## src/rtl/barrier_pkg.sv

```systemverilog
// Shared constants and state encoding for the barrier-tree node sequencer.
package barrier_pkg;

    localparam logic [15:0] MSG_ARRIVE  = 16'h0001;
    localparam logic [15:0] MSG_RELEASE = 16'h0002;

    localparam logic [7:0] NODE_ROOT         = 8'd0;
    localparam logic [7:0] NODE_INTERMEDIATE = 8'd1;
    localparam logic [7:0] NODE_LEAF         = 8'd2;

    typedef enum logic [1:0] {
        GATHER       = 2'd0,
        SEND_UP      = 2'd1,
        WAIT_RELEASE = 2'd2,
        SEND_DOWN    = 2'd3
    } state_e;

endpackage

```

## src/rtl/barrier_ctrl_if.sv

```systemverilog
// Transmit request bus between the barrier sequencer (master) and the packet generator (slave).
interface barrier_ctrl_if;

    logic        tx_req;
    logic [15:0] tx_msg;
    logic [15:0] tx_comm_id;
    logic        tx_to_parent;
    logic        tx_ack;

    modport master (
        output tx_req,
        output tx_msg,
        output tx_comm_id,
        output tx_to_parent,
        input  tx_ack
    );

    modport slave (
        input  tx_req,
        input  tx_msg,
        input  tx_comm_id,
        input  tx_to_parent,
        output tx_ack
    );

endinterface

```

## src/rtl/barrier_tx_req.sv

```systemverilog
// Request/acknowledge register pair: loaded by the sequencer, request dropped on ack.
module barrier_tx_req
    import barrier_pkg::*;
(
    input  logic        clk,
    input  logic        i_clear,
    input  logic        i_load,
    input  logic [15:0] i_msg,
    input  logic        i_to_parent,
    input  logic [15:0] i_comm_id,
    output logic        o_acked,
    barrier_ctrl_if.master tx
);

    logic        r_req;
    logic [15:0] r_msg;
    logic [15:0] r_comm_id;
    logic        r_to_parent;

    always_ff @(posedge clk) begin
        if (i_clear) begin
            r_req       <= 1'b0;
            r_msg       <= '0;
            r_comm_id   <= '0;
            r_to_parent <= 1'b0;
        end else if (i_load) begin
            r_req       <= 1'b1;
            r_msg       <= i_msg;
            r_comm_id   <= i_comm_id;
            r_to_parent <= i_to_parent;
        end else if (r_req && tx.tx_ack) begin
            r_req <= 1'b0;
        end
    end

    // An ack only counts while a request is actually outstanding.
    assign o_acked         = r_req & tx.tx_ack;
    assign tx.tx_req       = r_req;
    assign tx.tx_msg       = r_msg;
    assign tx.tx_comm_id   = r_comm_id;
    assign tx.tx_to_parent = r_to_parent;

endmodule

```

## src/rtl/barrier_ctrl.sv

```systemverilog
// Barrier sequencer for one tree node: gather arrivals, report up, await release, broadcast down.
module barrier_ctrl
    import barrier_pkg::*;
#(
    parameter int          CNT_WIDTH   = 8,
    parameter logic [15:0] MSG_ARRIVE  = barrier_pkg::MSG_ARRIVE,
    parameter logic [15:0] MSG_RELEASE = barrier_pkg::MSG_RELEASE
) (
    input  logic                 clk,
    input  logic                 reset,
    input  logic                 i_decode_done,
    input  logic                 i_barrier_pkt,
    input  logic [15:0]          i_message,
    input  logic [15:0]          i_comm_id,
    input  logic                 i_local_arrive,
    input  logic                 i_cfg_enable,
    input  logic [15:0]          i_cfg_comm_id,
    input  logic [7:0]           i_cfg_node_type,
    input  logic [CNT_WIDTH-1:0] i_cfg_num_children,
    barrier_ctrl_if.master       tx,
    output logic                 o_barrier_done,
    output logic [CNT_WIDTH-1:0] o_arrive_cnt,
    output logic                 o_err_pulse
);

    state_e               r_state, w_state_nx;
    logic [CNT_WIDTH-1:0] r_cnt, w_cnt_nx;
    logic                 r_seen, w_seen_nx;
    logic                 r_done, w_done_nx;
    logic                 r_err, w_err_nx;
    logic                 w_load;
    logic [15:0]          w_load_msg;
    logic                 w_load_up;
    logic                 w_acked;
    logic                 w_clr;
    logic                 w_relevant, w_foreign;
    logic                 w_arr, w_rel, w_other;
    logic                 w_no_children, w_is_root;

    // Disabling the block behaves exactly like reset but leaves cfg inputs alone.
    assign w_clr = reset || !i_cfg_enable;

    assign w_relevant    = i_decode_done && i_barrier_pkt && (i_comm_id == i_cfg_comm_id);
    assign w_foreign     = i_decode_done && i_barrier_pkt && (i_comm_id != i_cfg_comm_id);
    assign w_arr         = w_relevant && (i_message == MSG_ARRIVE);
    assign w_rel         = w_relevant && (i_message == MSG_RELEASE);
    assign w_other       = w_relevant && !w_arr && !w_rel;
    assign w_no_children = (i_cfg_num_children == '0);
    assign w_is_root     = (i_cfg_node_type == NODE_ROOT);

    always_ff @(posedge clk) begin
        if (w_clr) begin
            r_state <= GATHER;
            r_cnt   <= '0;
            r_seen  <= 1'b0;
            r_done  <= 1'b0;
            r_err   <= 1'b0;
        end else begin
            r_state <= w_state_nx;
            r_cnt   <= w_cnt_nx;
            r_seen  <= w_seen_nx;
            r_done  <= w_done_nx;
            r_err   <= w_err_nx;
        end
    end

    always_comb begin
        w_state_nx = r_state;
        w_cnt_nx   = r_cnt;
        w_seen_nx  = r_seen;
        w_done_nx  = 1'b0;
        w_err_nx   = w_foreign || w_other;
        w_load     = 1'b0;
        w_load_msg = MSG_ARRIVE;
        w_load_up  = 1'b1;

        case (r_state)
            GATHER: begin
                if (w_arr) begin
                    if (r_cnt == i_cfg_num_children) w_err_nx = 1'b1;
                    else                             w_cnt_nx = r_cnt + 1'b1;
                end
                if (w_rel) w_err_nx = 1'b1;
                if (i_local_arrive) begin
                    if (r_seen) w_err_nx  = 1'b1;
                    else        w_seen_nx = 1'b1;
                end
                // Completion looks at the updated count/flag so same-cycle events finish the gather.
                if ((w_cnt_nx == i_cfg_num_children) && w_seen_nx) begin
                    if (w_is_root) begin
                        if (w_no_children) begin
                            w_done_nx = 1'b1;
                        end else begin
                            w_state_nx = SEND_DOWN;
                            w_load     = 1'b1;
                            w_load_msg = MSG_RELEASE;
                            w_load_up  = 1'b0;
                        end
                    end else begin
                        w_state_nx = SEND_UP;
                        w_load     = 1'b1;
                    end
                end
            end
            SEND_UP: begin
                if (w_arr || w_rel || i_local_arrive) w_err_nx = 1'b1;
                if (w_acked) w_state_nx = WAIT_RELEASE;
            end
            WAIT_RELEASE: begin
                if (w_arr || i_local_arrive) w_err_nx = 1'b1;
                if (w_rel) begin
                    if (w_no_children) begin
                        w_done_nx  = 1'b1;
                        w_state_nx = GATHER;
                    end else begin
                        w_state_nx = SEND_DOWN;
                        w_load     = 1'b1;
                        w_load_msg = MSG_RELEASE;
                        w_load_up  = 1'b0;
                    end
                end
            end
            SEND_DOWN: begin
                if (w_arr || w_rel || i_local_arrive) w_err_nx = 1'b1;
                if (w_no_children || w_acked) begin
                    w_done_nx  = 1'b1;
                    w_state_nx = GATHER;
                end
            end
            default: w_state_nx = GATHER;
        endcase

        if (w_done_nx) begin
            w_cnt_nx  = '0;
            w_seen_nx = 1'b0;
        end
    end

    barrier_tx_req u_tx_req (
        .clk         (clk),
        .i_clear     (w_clr),
        .i_load      (w_load),
        .i_msg       (w_load_msg),
        .i_to_parent (w_load_up),
        .i_comm_id   (i_cfg_comm_id),
        .o_acked     (w_acked),
        .tx          (tx)
    );

    assign o_barrier_done = r_done;
    assign o_arrive_cnt   = r_cnt;
    assign o_err_pulse    = r_err;

endmodule

```

## src/flat_wrapper.sv

```systemverilog
// flat-port wrapper written by rule: the top's interface ports become plain ports
module barrier_ctrl_flat import barrier_pkg::*;
#(
    parameter int          CNT_WIDTH   = 8,
    parameter logic [15:0] MSG_ARRIVE  = barrier_pkg::MSG_ARRIVE,
    parameter logic [15:0] MSG_RELEASE = barrier_pkg::MSG_RELEASE
)
  (clk, reset, i_decode_done, i_barrier_pkt, i_message, i_comm_id, i_local_arrive, i_cfg_enable, i_cfg_comm_id, i_cfg_node_type, i_cfg_num_children, o_barrier_done, o_arrive_cnt, o_err_pulse, tx_tx_req, tx_tx_msg, tx_tx_comm_id, tx_tx_to_parent, tx_tx_ack);
  barrier_ctrl_if tx_i ();
  input  logic clk;
  input  logic reset;
  input  logic i_decode_done;
  input  logic i_barrier_pkt;
  input  logic [15:0] i_message;
  input  logic [15:0] i_comm_id;
  input  logic i_local_arrive;
  input  logic i_cfg_enable;
  input  logic [15:0] i_cfg_comm_id;
  input  logic [7:0] i_cfg_node_type;
  input  logic [CNT_WIDTH-1:0] i_cfg_num_children;
  output logic o_barrier_done;
  output logic [CNT_WIDTH-1:0] o_arrive_cnt;
  output logic o_err_pulse;
  output wire logic [$bits(tx_i.tx_req)-1:0] tx_tx_req;
  output wire logic [$bits(tx_i.tx_msg)-1:0] tx_tx_msg;
  output wire logic [$bits(tx_i.tx_comm_id)-1:0] tx_tx_comm_id;
  output wire logic [$bits(tx_i.tx_to_parent)-1:0] tx_tx_to_parent;
  input wire logic [$bits(tx_i.tx_ack)-1:0] tx_tx_ack;
  assign tx_tx_req = tx_i.tx_req;
  assign tx_tx_msg = tx_i.tx_msg;
  assign tx_tx_comm_id = tx_i.tx_comm_id;
  assign tx_tx_to_parent = tx_i.tx_to_parent;
  assign tx_i.tx_ack = tx_tx_ack;
  barrier_ctrl #(.CNT_WIDTH(CNT_WIDTH), .MSG_ARRIVE(MSG_ARRIVE), .MSG_RELEASE(MSG_RELEASE)) u_core (.clk(clk), .reset(reset), .i_decode_done(i_decode_done), .i_barrier_pkt(i_barrier_pkt), .i_message(i_message), .i_comm_id(i_comm_id), .i_local_arrive(i_local_arrive), .i_cfg_enable(i_cfg_enable), .i_cfg_comm_id(i_cfg_comm_id), .i_cfg_node_type(i_cfg_node_type), .i_cfg_num_children(i_cfg_num_children), .tx(tx_i), .o_barrier_done(o_barrier_done), .o_arrive_cnt(o_arrive_cnt), .o_err_pulse(o_err_pulse));
endmodule
```

## config.mk

```make
export PLATFORM = sky130hd
export DESIGN_NAME = barrier_ctrl_flat
export DESIGN_NICKNAME = d
export VERILOG_FILES = /design/src/rtl/barrier_pkg.sv /design/src/rtl/barrier_ctrl_if.sv /design/src/rtl/barrier_tx_req.sv /design/src/rtl/barrier_ctrl.sv /design/src/flat_wrapper.sv
export SDC_FILE = /design/constraint.sdc
export NUM_CORES = 1
export LEC_CHECK = 0
export BUFFER_PORTS_ARGS = -buffer_cell sky130_fd_sc_hd__buf_2
export CAP_MARGIN = 20
export CORE_UTILIZATION = 30
export DETAILED_ROUTE_END_ITERATION = 8
export GPL_TIMING_DRIVEN = 0
export PLACE_DENSITY = 0.7
export RECOVER_POWER = 25
export SYNTH_ARGS = -nofsm -noshare
export SYNTH_HDL_FRONTEND = slang
export SYNTH_SLANG_ARGS = --single-unit
```

## constraint.sdc

```tcl
create_clock -name clk -period 6.9 [get_ports clk]
set_input_delay 1.035 -clock clk [delete_from_list [all_inputs] [get_ports clk]]
set_output_delay 1.035 -clock clk [all_outputs]
set_load 0.03 [all_outputs]
```

==> run summary, run 1 <==
For this block, the via count after detailed routing is 2,038. The floorplan step defined a core boundary enclosing 0.006495 mm2. The portion of synthesized area spent on multiplexers is 9.207%.

Minimum clock period: 3177 ps. The leakage power was 1.280 nW; the post-synthesis share of cell area spent on full adders, half adders and majority gates was 0.6057%. The floorplan step set the die height to 84.98 um.

After layout, the worst path uses 46.05% of the clock period. The HPWL after detailed placement is 4.356 mm. The logs give 0 for the number of antenna violations at the first check in global routing and 29 for the site row count. The number of port buffers came out at 100. The largest single stage delay on the critical path is 600 ps. For this design the top-level I/O count stands at 115. Via count of the first global-routing pass: 1,908. Setup slack on the worst reg-to-reg path comes out at 4260 ps. After synthesis, the largest family of logic cells by area is simple AND/OR/NAND/NOR gates. Data on the critical path arrives at its endpoint at 3340 ps. The compound-cell area share of the yosys netlist is 8.904%, and the global-route wire length before repair is 8.542 mm.

The depth of the most critical reg-to-reg path is 9. Max-cap violations in this run came to 0. The synthesis-to-layout area growth is 35.55%, and the number of diodes added for antenna fixing is 0. At the end of the flow the core is filled with cells to 43.11%. The H-tree generated during clock tree synthesis spans 2 levels. The number of slew-limit violations in the final report is 0.

The worst setup path is captured at a register. In the final timing run, aggregate negative setup slack is 0 ps. Class of the most critical setup path: in2reg. Nature of the critical path startpoint: a primary input. The tools report the iteration-0 DRC count of the detailed router as 53.

The tools report the aggregate global-route resource usage as 14.78%. The tools report the net switching power of the design as 0.1044 mW. In the routed design, unresolved DRC markers number 6.

TritonCTS built the clock tree. The proportion of power drawn by combinational gates is 16.5%, and the power per cell area is 153.7 mW/mm2. The run gives 7060 ps as the data required time of the worst path. For this run the aggregate overflow at the end of global routing stands at 0.

The clock skew after layout is 10.19 ps. In this run the worst hold path is classified as reg2reg. The die covers 0.007222 mm2. The number of gates resized after CTS was 0. The netlist area before placement was 0.002066 mm2. For the post-placement setup slack, the log shows 3453 ps. The worst-case IR drop observed on VDD is 0.06403 mV.

Detailed-route vias per instance: 4.570. Worst hold path stage count: 2. The share of power burned in the clock network is 40.4%. The CTS sink count came out at 32.

Cell internal power was estimated by the tool at 0.3260 mW. Simple-gate share of the synthesized area: 26.41%. The flow ran to the end, but the final reports show violations.

The number of hold buffers added after CTS was 0. In this run the remaining antenna-violating nets after routing total 0. The logs give 43.1% for the register share of total power and 8 for the number of iterations in the first detailed-routing pass.

The clock-pin slew on the worst setup and hold paths works out to 70 ps. The library cell used as clock root buffer was clkbuf_8. Synthesis produced 248 cells. The per-instance average area after synthesis works out to 8.330 um2.

The maximum root-to-sink buffer count is 2, and the detailed-route wire length per cell is 12.00 um. In this run switching power makes up 24.25% of total power. In the layout the commonest cells are buf_2, nand2_1, dfxtp_1. The critical-path cell with the highest stage delay is or4_4.

The worst-margin pin slew works out to 779.8 ps. The clock reaches the later pin of the worst-skew pair after 280 ps. Routability-driven placement finished with a final weighted congestion of 0.8977.

Measured against its own limit, the worst slew margin works out to 47.58%. In this run the worst path has a maximum fanout of 10. At the end of the flow, the number of nets in the layout was 440. After detailed placement, the total cell area comes to 0.002711 mm2. Setup slack closes at 3723 ps. After clock tree synthesis, the setup repair step added 0 buffers.

The critical path goes through buf_2 > nor4_2 > nand4_1 > or4_4 > nor4_1 > a31o_1 > a21oi_2 > buf_6 > buf_12 > mux2i_1. Entering global routing, the biggest net connects 11 pins. Summing the areas of all xor and xnor instances in the mapped netlist gives 14.84% of the synthesized area. The number of fillers in the final layout came out at 651.

After detailed routing, the total wire length is 5.353 mm. The area of all placed cells without fillers is 0.002800 mm2, and the maximum clock rate is 314.7 MHz. The die is 84.98 um wide. Summing the sequential cell areas from Yosys gives 31.01% of the chip area.

The number of failing setup endpoints in the final timing report is 0. For the hold violation total from the final report, the log shows 0. The synthesized design contains 32 register bits. Counting distinct cell types in the post-synthesis netlist gives 45. The initial utilization of the core area, before any placement, comes to 31.81%. Of the cells placed in the final design, the portion with a size suffix greater than 1 is 33.06%. The most common library cell in the layout ignoring fill and taps was buf_2.

Yosys printed 0 warnings. Clock tree synthesis inserted a total of 5 buffers. Setup repair after global routing left no endpoint under its margin.

Post-layout total power: 0.4304 mW. The checks that failed: design-rule violations.
## synthesized netlist by cell type, drive strengths merged
master  instances  area share [%]
nor4            8             4.4
nand3           7             1.7
a31o            3             1.3
or4             4             1.6
and3            2            0.61
dfxtp          32              31
clkbuf          4            0.73
o311a           1            0.55
xor2            8             3.4
o311ai          1            0.42
and2            1            0.30
nand4b          1            0.42
conb            1            0.18
or2             1            0.30
o211ai          1            0.36
nand2          44             8.0
o221ai          1            0.42
a211oi          2            0.73
nand3b          1            0.36
o22a            1            0.42
o31ai           1            0.36
nor2b           2            0.61
a21oi           9             2.4
nand4           6             1.8
o21ai           5             1.2
ha              1            0.61
buf            18             7.2
nand2b          3            0.91
a31oi           1            0.30
or3             2            0.85
mux2i          19             9.2
o32a            1            0.48
inv             5            0.91
nor3            3            0.73
nor2           21             3.8
xnor2          27              11
## state kept, by name (all words and copies together), names as in the netlist
register                       cells
u_core.u_tx_req.tx.tx_comm_id     16
u_core.o_arrive_cnt                8
u_core.r_state                     2
u_core.u_tx_req.tx.tx_msg          2
u_core.o_barrier_done              1
u_core.o_err_pulse                 1
u_core.r_seen                      1
u_core.u_tx_req.tx.tx_req          1
## cell type report
cell class	count	area, um2	share of cell area, %
flip-flops and latches	32	640.6	22.88
plain buffers	22	163.9	5.853
clock inverters	2	35.03	1.251
multi-input cells	202	1291	46.11
well taps	77	96.34	3.441
inverters	5	18.77	0.6702
clock buffers	6	72.57	2.592
repair buffers	100	481.7	17.20
## kinds of logic after synthesis
logic type / count (synthesis)
multiplexers: 19
AND/OR/NAND/NOR: 106
adder cells (fa/ha/maj): 1
other: 1
XOR/XNOR: 35
buffers and inverters: 27
AO/OA/AOI/OAI: 27
flip-flops: 32
## layer usage
metal / global-route usage (%) / up-vias / share of wire, %
met2: 25.81 / 57 / 49
met4: 5.239 / 0 / 1.1
met5: 0 / - / 0
met3: 3.599 / 4 / 5.2
li1: - / 1068 / -
met1: 17.62 / 909 / 45
## power by group through the flow
stage	clock network, mW	registers [mW]	logic [mW]
global route	0.188	0.185	0.0773
floorplan	0	0.190	0.0405
finish	0.174	0.185	0.0712
CTS	0.180	0.185	0.0713
global placement	0	0.190	0.0701
detailed placement	0	0.190	0.0710
## path summary, 6_finish.rpt
check | startpoint | endpoint
hold reg to reg | u_core.u_tx_req.tx.tx_comm_id[2] | u_core.u_tx_req.tx.tx_comm_id[2]
hold / removal | u_core.u_tx_req.tx.tx_comm_id[2] | u_core.u_tx_req.tx.tx_comm_id[2]
setup reg to reg | u_core.o_arrive_cnt[6] | u_core.u_tx_req.tx.tx_comm_id[14]
setup / recovery | i_message[3] | u_core.u_tx_req.tx.tx_comm_id[14]
## per-stage QoR
step / instances / hold slack (ps)
after global routing: 446 / 476.1
after global placement: 438 / 442.7
after floorplan: 261 / 453.8
after CTS: 446 / 459.0
final: 446 / 457.1
after detailed placement: 438 / 449.1
## worst max-delay path, delay by kind of cell
kind	cells	cell delay, ps
buf+inv	3	410
compound gates	2	370
simple gates	4	1400
mux	1	110
No activity file was read; power rests on OpenSTA's default activity.
==> inputs of run 2 (changes only) <==
Settings changed: ABC_AREA from default to 1, PLACE_DENSITY 0.7 to 0.66.
Clock period 6.9 ns to 3.15 ns, I/O delays scaled along.
==> run 2 against run 1 <==
Effect of this change: the flow still finishes with violations (design-rule violations); power grew 130%; combinational power grew to 2.7 times the previous value; via count grew 49%; final cell count grew 53%; count of clock-buffer cells in the layout shrank 1; sequential power grew 120%; critical path type is now reg2reg; critical endpoint unchanged; largest cell class unchanged; highest routed layer unchanged.
==> run summary, run 2 <==
The layer with the highest usage after global routing was met2. The CTS sink count was 32. Library cell used as clock root buffer: clkbuf_8. The worst slack on hold paths is 432.6 ps, and the power per cell area is 286.2 mW/mm2. Setup repair after global routing left no endpoint under its margin. The hold-fix buffer count after cts is 0.

The number of flip-flops in the largest register is 16, and the number of slew-limit violations in the final report is 0. The hold violation total from the final report is 0. The run gives 50.34% as the headroom to the max-slew limit. The most common library cell in the layout ignoring fill and taps was nand2_1. The final layout contains 646 nets. Endpoint of the most critical register-to-register path: u_core.u_tx_req.tx.tx_comm_id[14]. The first routing iteration left 118 violations. The final reports fail on design-rule violations. Startpoint of the worst hold path: i_cfg_comm_id[3].

Dividing the detail-routed via count by the number of cells gives 4.442. The critical-path cell with the highest stage delay was dfxtp_1. For met1 alone, demand over resource in global routing was 18.38%. In this run the count of I/O pins placed on the die edge is 115.

The share of Yosys cell area claimed by the top area cell type was 23.32%. The proportion of register bits with asynchronous set or reset after synthesis works out to 0%. Gates resized during post-CTS repair numbered 0.

Compared with the post-synthesis result, the final layout area differs by 28.28%. The H-tree generated during clock tree synthesis spans 2 levels. The netlist area before placement was 0.002748 mm2; the width of the die was 97.70 um. Leaving out fill and tap cells, the most frequent cells in the layout are nand2_1, buf_2, nor2_1. The run gives 0 as the max-capacitance violation count. The clock latency on the worst-skew pair is 300 ps. The tools report the final cell utilization of the core as 40.03%.

The number of clock buffers inserted by TritonCTS is 5, and the depth of the most critical reg-to-reg path is 20. The run finished, with violations left. The clock-pin slew on the worst setup and hold paths was 80 ps; the post-route clock period utilization was 78.06%. Data arrives at the worst endpoint at 2650 ps. The run gives 454 as the synthesized instance count. STA puts the critical path data required time at 3340 ps. Number of failing setup endpoints in the final timing report: 0. The tools report the number of warning messages in the yosys log as 0.

The tools report the via count of the first global-routing pass as 2,910. Critical path capture point type: a register. The synthesized design spends more area on one cell type than any other, namely dfxtp_1. The effective utilization at floorplan is 31.20%. In the final layout, the share of cells above drive strength 1 is 28.87%. The die covers 0.009545 mm2.

The critical path goes through inv_1 > nand2_1 > nand2_1 > nand2_1 > nor2_4 > nand2_4 > nand2_2 > inv_2 > nand2_2 > nand2_1 > nand2_1 > nor2_1 > nand3_2 > nor2_8 > nand4_4 > nand2_4 > inv_4 > buf_6 > nor2_2 > nor2_1. The critical path in this run is classified as reg2reg. Dividing the detail-routed wire length by the instance count gives 11.08 um. The worst-case IR drop observed on VDD is 0.1503 mV. The first TritonRoute pass finished after 7 iterations. The logs give 12 for the maximum number of pins on one net before global-route repair and 0.8731 for the routability congestion estimate from global placement. The maximum net fanout on the critical path was 10. The run gives 0 as the count of antenna-violating nets left after detailed routing. The netlist uses 41 different library cells. Summed over all failing endpoints, the final setup total negative slack is 0 ps. The clock period could shrink to 2459 ps. The logs give 30.06% for the met2 global-route usage and 2 for the maximum root-to-sink buffer count.

Most numerous cell on the critical path: nand2_1. Post-CTS timing repair inserted 0 buffers for setup. In this run the standard cell core region covers 0.008806 mm2. In the global route stage, met3 resource usage came out at 4.748%. The clock arrives with 10.71 ps of skew.

The number of buffers and inverters on the critical path is 4. The worst hold path passes through 3 cells. TritonCTS built the clock tree. After synthesis, the most frequently instantiated cells are nand2_1, nor2_1, inv_1. For the pin with the worst max-slew slack, the measured transition is 742.1 ps.

Summed over all layers, the global routing overflow is 0. The dominant delay contributor by cell family on the critical path is simple AND/OR/NAND/NOR gates. For the global-route wire length before repair, the log shows 12.60 mm. The class of the tightest hold or removal check was in2reg. 0 antenna diodes ended up in the layout. The nature of the critical path startpoint was a register.

Yosys instantiated no cell more often than nand2_1. The die is 97.70 um tall. Overall power consumption after layout is estimated at 1.009 mW. The run gives 1.867 nW as the leakage power. Yosys attributes the largest share of cell area to dfxtp_1, nand2_1, nor2_1. The sequential element share of the synthesized area is 23.32%. The delay of the slowest cell on the worst path works out to 460 ps. Number of port buffers: 100.

The routed wire length was 7.571 mm. The run gives 690 ps as the setup slack on the worst flop-to-flop path. The tools report the beginning of the worst register-to-register path as u_core.o_arrive_cnt[1]. Derived from the worst setup path, the maximum achievable clock frequency is 406.7 MHz.

The tools report the number of DRC violations after detailed routing as 12. The placed wire-length estimate after detailed placement is 6.241 mm, and the post-synthesis register bit count is 32. The count of flip-flops with a built-in enable after synthesis was 0. Global routing used 16.18% of the available tracks across all layers. The leading register cell type out of synthesis was dfxtp_1.

The floorplan has 34 rows. The per-instance average area after synthesis is 6.052 um2. For this block, the via count after detailed routing is 3,034. The run gives 0 as the number of antenna violations at the first check in global routing. Terminating pin of the worst hold path: u_core.u_tx_req.tx.tx_comm_id[3].
run 2: cell count changes after synthesis, sizes merged, moves of 4 or more:
cell,delta
xnor2,-20
mux2i,-19
inv,+62
nand2,+92
or4,-4
nor2,+70
nor4,-5
nand3,+27
o21ai,+17
run 2: cell type report:
class | instances | area [um2]
multi-input cells | 346 | 1740
plain buffers | 20 | 153.9
repair buffers | 100 | 481.7
inverters | 69 | 261.5
clock inverters | 3 | 42.54
flip-flops and latches | 32 | 640.6
clock buffers | 5 | 68.82
well taps | 108 | 135.1
fillers | 961 | 5281
run 2: how the worst max path moves through the flow:
stage,slack (ps),depth (start not counted),startpoint,to
global route,390,20,u_core.o_arrive_cnt[1],u_core.u_tx_req.tx.tx_comm_id[14]
detailed placement,400,19,i_cfg_comm_id[4],u_core.u_tx_req.tx.tx_comm_id[6]
floorplan,830,18,u_core.o_arrive_cnt[4],u_core.u_tx_req.tx.tx_comm_id[6]
global placement,430,19,i_cfg_comm_id[4],u_core.u_tx_req.tx.tx_comm_id[6]
CTS,680,20,u_core.o_arrive_cnt[1],u_core.u_tx_req.tx.tx_comm_id[14]
finish,690,20,u_core.o_arrive_cnt[1],u_core.u_tx_req.tx.tx_comm_id[14]
run 2: cell families (layout without fill, tap and decap cells):
logic type,after synthesis,count (layout),synth area share (%)
simple gates,278,278,48.68
xor+xnor,14,14,4.736
flops,32,32,23.31
fa+ha+maj,1,1,0.4553
buf+inv,89,197,15.12
other cells,1,14,0.1365
compound gates,39,39,7.560
run 2: per-layer routing:
metal / up-vias / wire (um)
met4: 0 / 73
met1: 1324 / 3265
met3: 8 / 518
met5: - / 0
met2: 93 / 3713
li1: 1609 / -
run 2: power breakdown:
part | internal, mW | switching, mW | total, mW
registers | 0.406 | 0.000677 | 0.406
clock network | 0.234 | 0.173 | 0.407
logic | 0.0789 | 0.116 | 0.195
run 2: metrics by stage:
| stage | instances | setup slack, ps | area [um2] |
|---|---|---|---|
| 6_report | 683 | 691.1 | 3525 |
| 5_1_grt | 683 | 391.7 | 3525 |
| 4_1_cts | 683 | 675.6 | 3543 |
| 3_5_place_dp | 675 | 399.9 | 3432 |
| 3_3_place_gp | 675 | 427.0 | 3432 |
| 2_1_floorplan | 467 | 828.6 | 2796 |
run 2: worst register-to-register path: stages, from the launching register on:
cell and delay, ps:
dfxtp_1 460, inv_1 120, nand2_1 70, nand2_1 50, nand2_1 110, nor2_4 70, nand2_4 100, nand2_2 60
inv_2 60, nand2_2 70, nand2_1 70, nand2_1 40, nor2_1 140, nand3_2 140, nor2_8 150, nand4_4 120
nand2_4 180, inv_4 70, buf_6 160, nor2_2 90, nor2_1 50
